--- src/rtl/seg7_scan_driver_if.sv ---
// Bus between the nibble-producing lab logic and the 7-segment scan driver.
// The producer (master) offers a 32-bit word, a digit enable mask and a load
// strobe; the driver (slave) reports its pending state and drives the display.
interface seg7_scan_driver_if;
    logic [31:0] data;
    logic [7:0]  dig_en;
    logic        load;
    logic        busy;
    logic        frame_tick;
    logic [6:0]  hex;
    logic [7:0]  hex_on;

    modport master (
        output data, dig_en, load,
        input  busy, frame_tick, hex, hex_on
    );

    modport slave (
        input  data, dig_en, load,
        output busy, frame_tick, hex, hex_on
    );
endinterface

--- src/rtl/seg7_scan_driver.sv ---
// Time-multiplexed driver for an 8-digit common-anode 7-segment display.
// Each digit slot lasts CLK_DIV cycles: one blank guard cycle followed by
// CLK_DIV-1 lit cycles. New values are double-buffered and only swapped in
// at the end of digit 7's slot, so a frame is never torn. The display
// outputs are registered from the next-state values, so what appears on
// hex/hex_on in a cycle always matches that cycle's slot position.
module seg7_scan_driver #(
    parameter int CLK_DIV = 100000
) (
    input  logic              clk,
    input  logic              rst_n,
    seg7_scan_driver_if.slave bus
);

    localparam int DIV_W = (CLK_DIV > 2) ? $clog2(CLK_DIV) : 1;
    localparam logic [DIV_W-1:0] DIV_MAX = DIV_W'(CLK_DIV - 1);

    logic [DIV_W-1:0] div_cnt, div_nxt;
    logic [2:0]       idx, idx_nxt;
    logic [31:0]      shown, shown_nxt;
    logic [7:0]       shown_en, shown_en_nxt;
    logic [31:0]      pend, pend_nxt;
    logic [7:0]       pend_en, pend_en_nxt;
    logic             pend_v, pend_v_nxt;
    logic             tick_nxt;
    logic             slot_end;
    logic             boundary;
    logic [3:0]       nibble_nxt;
    logic [6:0]       hex_nxt;
    logic [7:0]       hex_on_nxt;

    // Active-low g..a segment pattern for one hex nibble.
    function automatic logic [6:0] decode(input logic [3:0] n);
        case (n)
            4'h0:    return 7'b1000000;
            4'h1:    return 7'b1111001;
            4'h2:    return 7'b0100100;
            4'h3:    return 7'b0110000;
            4'h4:    return 7'b0011001;
            4'h5:    return 7'b0010010;
            4'h6:    return 7'b0000010;
            4'h7:    return 7'b1111000;
            4'h8:    return 7'b0000000;
            4'h9:    return 7'b0010000;
            4'hA:    return 7'b0001000;
            4'hB:    return 7'b0000011;
            4'hC:    return 7'b1000110;
            4'hD:    return 7'b0100001;
            4'hE:    return 7'b0000110;
            default: return 7'b0001110;
        endcase
    endfunction

    // Next-state for the scan counters, the two buffers and the display outputs.
    always_comb begin
        slot_end     = (div_cnt == DIV_MAX);
        boundary     = slot_end && (idx == 3'd7);
        div_nxt      = slot_end ? '0 : div_cnt + 1'b1;
        idx_nxt      = slot_end ? idx + 3'd1 : idx;
        shown_nxt    = shown;
        shown_en_nxt = shown_en;
        pend_nxt     = pend;
        pend_en_nxt  = pend_en;
        pend_v_nxt   = pend_v;
        tick_nxt     = 1'b0;

        if (boundary) begin
            if (bus.load) begin
                shown_nxt    = bus.data;
                shown_en_nxt = bus.dig_en;
                pend_v_nxt   = 1'b0;
                tick_nxt     = 1'b1;
            end else if (pend_v) begin
                shown_nxt    = pend;
                shown_en_nxt = pend_en;
                pend_v_nxt   = 1'b0;
                tick_nxt     = 1'b1;
            end
        end else if (bus.load) begin
            pend_nxt    = bus.data;
            pend_en_nxt = bus.dig_en;
            pend_v_nxt  = 1'b1;
        end

        nibble_nxt = shown_nxt[{idx_nxt, 2'b00} +: 4];
        if ((div_nxt == '0) || !shown_en_nxt[idx_nxt]) begin
            hex_on_nxt = 8'hFF;
            hex_nxt    = 7'h7F;
        end else begin
            hex_on_nxt = ~(8'h01 << idx_nxt);
            hex_nxt    = decode(nibble_nxt);
        end
    end

    // State and output registers; reset blanks the display immediately.
    always_ff @(posedge clk or negedge rst_n) begin
        if (!rst_n) begin
            div_cnt        <= '0;
            idx            <= 3'd0;
            shown          <= 32'h0;
            shown_en       <= 8'h00;
            pend           <= 32'h0;
            pend_en        <= 8'h00;
            pend_v         <= 1'b0;
            bus.frame_tick <= 1'b0;
            bus.hex        <= 7'h7F;
            bus.hex_on     <= 8'hFF;
        end else begin
            div_cnt        <= div_nxt;
            idx            <= idx_nxt;
            shown          <= shown_nxt;
            shown_en       <= shown_en_nxt;
            pend           <= pend_nxt;
            pend_en        <= pend_en_nxt;
            pend_v         <= pend_v_nxt;
            bus.frame_tick <= tick_nxt;
            bus.hex        <= hex_nxt;
            bus.hex_on     <= hex_on_nxt;
        end
    end

    assign bus.busy = pend_v;

endmodule
--- src/flat_wrapper.sv ---
// flat-port wrapper written by rule: the top's interface ports become plain ports
module seg7_scan_driver_flat 
#(
    parameter int CLK_DIV = 100000
)
  (clk, rst_n, bus_data, bus_dig_en, bus_load, bus_busy, bus_frame_tick, bus_hex, bus_hex_on);
  seg7_scan_driver_if bus_i ();
  input  logic clk;
  input  logic rst_n;
  input wire logic [$bits(bus_i.data)-1:0] bus_data;
  input wire logic [$bits(bus_i.dig_en)-1:0] bus_dig_en;
  input wire logic [$bits(bus_i.load)-1:0] bus_load;
  output wire logic [$bits(bus_i.busy)-1:0] bus_busy;
  output wire logic [$bits(bus_i.frame_tick)-1:0] bus_frame_tick;
  output wire logic [$bits(bus_i.hex)-1:0] bus_hex;
  output wire logic [$bits(bus_i.hex_on)-1:0] bus_hex_on;
  assign bus_i.data = bus_data;
  assign bus_i.dig_en = bus_dig_en;
  assign bus_i.load = bus_load;
  assign bus_busy = bus_i.busy;
  assign bus_frame_tick = bus_i.frame_tick;
  assign bus_hex = bus_i.hex;
  assign bus_hex_on = bus_i.hex_on;
  seg7_scan_driver #(.CLK_DIV(CLK_DIV)) u_core (.clk(clk), .rst_n(rst_n), .bus(bus_i));
endmodule
--- config.mk ---
export PLATFORM = sky130hd
export DESIGN_NAME = seg7_scan_driver_flat
export DESIGN_NICKNAME = d
export VERILOG_FILES = /design/src/rtl/seg7_scan_driver_if.sv /design/src/rtl/seg7_scan_driver.sv /design/src/flat_wrapper.sv
export SDC_FILE = /design/constraint.sdc
export NUM_CORES = 1
export LEC_CHECK = 0
export CAP_MARGIN = 20
export CORE_ASPECT_RATIO = 1.25
export CORE_MARGIN = 1.5
export CORE_UTILIZATION = 57
export CTS_CLUSTER_DIAMETER = 30
export DETAILED_ROUTE_END_ITERATION = 8
export PLACE_DENSITY = 0.87
export SLEW_MARGIN = 20
export SYNTH_ARGS = -nofsm -noshare
export SYNTH_HDL_FRONTEND = slang
export SYNTH_SLANG_ARGS = --single-unit
--- constraint.sdc ---
create_clock -name clk -period 4.29 [get_ports clk]
set_input_delay 0.858 -clock clk [delete_from_list [all_inputs] [get_ports clk]]
set_output_delay 0.858 -clock clk [all_outputs]
set_load 0.02 [all_outputs]
==> results.toml <==
[setup_path]
crit_cells = 14
path_buf_inv = 5
timing.reg2reg.worst_path_depth = 14
crit_chain = "or4_4, nor4_4, buf_12, mux2i_2, inv_2, nor2_2, buf_4, a22oi_1, a22o_1, inv_1, ha_1, inv_1, mux2_2, a22oi_1"
worst_r2r_endpoint = "u_core.bus.hex[3]$_DFF_PN1_"
reg_to_reg_setup_timing_slack_ps = 210
critPathKind = "reg2reg"
timing.rr.start = "u_core.div_cnt[5]$_DFF_PN0_"
timing.critical_path.to_type = "register"
timing.critical_path.required_ps = 4610
cpPeakStageDelay_ps = 580
critical_path_maximum_fanout = 36
arrival_ps = 4400
critical_path.startpoint_type = "register"
crit_path_top_delay_cell = "sky130_fd_sc_hd__or4_4"
crit_family = "simple AND/OR/NAND/NOR gates"

[global_route]
number_of_global_route_vias_before_repair = 5268
first_pass_grt_wire_length_um = 26500
globalRouteTotalUtil = 0.317
overflow = 0
antenna_violations_before_repair = 0
grt_start_max_net_pins = 77

[sta]
finClkSkew_ps = 8.36
report.final.slew_viol_count = 0
final_min_period_over_clock_period = 0.950
final.min_clock_period_ps = 4080
post-route-worst-setup-slack_ps = 214
worst_slew_margin_rel = 0.369
rsz0062_at_grt = "no"
worstMarginPinSlew_ps = 946
final.hold.worst_slack_ps = 499
setup_viol = 0
final_hold_viol_count = 0
timing.fmax_mhz = 245
setup-tns-final_ps = 0

[synth]
synth_flop_cell = "sky130_fd_sc_hd__dfrtp_1"
post-synth-top-area-fraction = 0.431
syn_inst = 593
seq_area_frac_synth = 0.498
syn-num-nets = 645
netlist_top_cells_area = "sky130_fd_sc_hd__dfrtp_1 (43%), sky130_fd_sc_hd__dfstp_2 (6.7%), sky130_fd_sc_hd__mux2_2 (4.9%)"
async_reset_ff_frac = 1.00
synthTopCellsByCount = "sky130_fd_sc_hd__dfrtp_1 (102), sky130_fd_sc_hd__nor2_1 (73), sky130_fd_sc_hd__nand2_1 (53)"
netlist-cell-type-count = 61
synth-warning-count = 0
yosysMostFrequentCell = "sky130_fd_sc_hd__dfrtp_1"
synth.avg_cell_area_um2 = 9.98
ys_ff_latch = 117
synth_top_area_cell = "sky130_fd_sc_hd__dfrtp_1"
synth_edf_count = 0
syn_area_um2 = 5920

[detailed_routing]
wl_um = 16100
wl_per_cell_um = 20.4
count_of_tritonroute_iterations_in_the_first_routing_pass = 5
final_antenna_net_count = 0
detail_route.vias_per_cell = 6.50
detail_route.iter0.violations = 677
vias = 5129
drcViolationCount = 0

[placed_design]
place.gp.congestion = 0.948
buffer_ports.inserted = 59
post_dp_cell_area_um2 = 6600
dpl_worst_slack_ps = 201
place_inst = 757
dpl.hpwl_um = 10100

[cts]
tritoncts_clock_tree = "done"
cts.clk_slew.worst_paths_ps = 50
postCtsSetupRepairBufs = 0
cts_inserted_buffers = 17
cts_htree_levels = 4
cts_num_sinks = 117
clock_latency_ps = 420
cts-root-buf = "sky130_fd_sc_hd__clkbuf_16"
max-clock-path-buffers = 2

[power]
report.power.total_mw = 2.81
power.static_leakage_nw = 3.24
vdd_drop_max_mv = 0.232
power_density_nw_per_um2 = 387

[hold_path]
worst_hold_stages = 1
holdCritPathClass = "reg2reg"
hold_start = "u_core.pend[0]$_DFFE_PN0P_"
hold_end = "u_core.pend[0]$_DFFE_PN0P_"

[cells_and_area]
fin_util = 0.718
stdcell_area_um2 = 7260
multiInputGateArea_um2 = 2670
final_cell_count_no_fill = 789
final-seq-area_um2 = 2950
fillCellCount = 656
drive_gt1_frac = 0.159
finish.net_count = 699
antenna_cells = 0
syn_to_final_growth_pct = 22.7

[run]
max_cap_viols = 0

[die]
fp.dieArea_um2 = 11000
core_area_um2 = 10100
row_count = 41
die_w_um = 94.1
num_io_pins = 60
dieHeight_um = 117
initial_core_utilization = 0.586

[run_status]
outcome = "completed"
logic make-up (layout without fill, tap and decap cells):
group,Yosys count,count (layout),synth area share
xor+xnor,17,17,0.0252
mux,32,32,0.0596
fa+ha+maj,9,9,0.0190
buf+inv,71,138,0.0545
simple gates,197,197,0.162
compound gates,150,150,0.182
flops,117,117,0.498
cell usage in the layout (no fill, tap or decap), types with 16 or more instances in the layout:
cell                              instances
sky130_fd_sc_hd__a22oi_1                 18
sky130_fd_sc_hd__a41oi_1                 16
sky130_fd_sc_hd__buf_4                   16
sky130_fd_sc_hd__clkbuf_16               22
sky130_fd_sc_hd__clkdlybuf4s50_1         58
sky130_fd_sc_hd__dfrtp_1                102
sky130_fd_sc_hd__inv_1                   28
sky130_fd_sc_hd__mux2_2                  26
sky130_fd_sc_hd__nand2_1                 53
sky130_fd_sc_hd__nor2_1                  71
sky130_fd_sc_hd__nor3_1                  16
sky130_fd_sc_hd__o21ai_0                 28
sky130_fd_sc_hd__o22ai_1                 25
routing by layer:
| layer | vias up | part of all wire | track usage |
|---|---|---|---|
| li1 | 2258 | - | - |
| met1 | 2480 | 0.38 | 0.396 |
| met2 | 314 | 0.49 | 0.508 |
| met3 | 77 | 0.077 | 0.0724 |
| met4 | 0 | 0.052 | 0.183 |
| met5 | - | 0 | 0 |
flip-flops by register name (all words and copies together) (netlist names):
signal and cells:
u_core.bus.busy 1, u_core.bus.frame_tick 1, u_core.bus.hex 7, u_core.bus.hex_on 8
u_core.div_cnt 17, u_core.idx 3, u_core.pend 32, u_core.pend_en 8
u_core.shown 32, u_core.shown_en 8
how the worst max path moves through the flow:
stage,from,endpoint,slack [ps]
after global placement,bus_load,u_core.bus.hex[3]$_DFF_PN1_,380
after CTS,u_core.div_cnt[5]$_DFF_PN0_,u_core.bus.hex[3]$_DFF_PN1_,60
final,u_core.div_cnt[5]$_DFF_PN0_,u_core.bus.hex[3]$_DFF_PN1_,210
after detailed placement,bus_load,u_core.bus.hex[3]$_DFF_PN1_,200
after global routing,u_core.div_cnt[5]$_DFF_PN0_,u_core.bus.hex[3]$_DFF_PN1_,20
after floorplan,u_core.div_cnt[5]$_DFF_PN0_,u_core.bus.hex[6]$_DFF_PN1_,730
area by class of cell:
type,instances,area share
well taps,129,0.0222
clock inverters,5,0.00689
repair buffers,75,0.0993
multi-input cells,405,0.367
flip-flops and latches,117,0.406
clock buffers,27,0.0826
inverters,31,0.0160
timing repair:
item	4_1_cts	5_1_grt
endpoints found under the setup margin	0	3
hold buffers	0	0
resized for setup	0	3
power breakdown:
group	leakage, nW	internal, mW	switching (mW)
combinational	1.44	0.0673	0.0762
clock	0.325	1.01	0.491
sequential	1.47	1.14	0.0180
total	3.24	2.22	0.585
(Power assumes the default switching activity.)
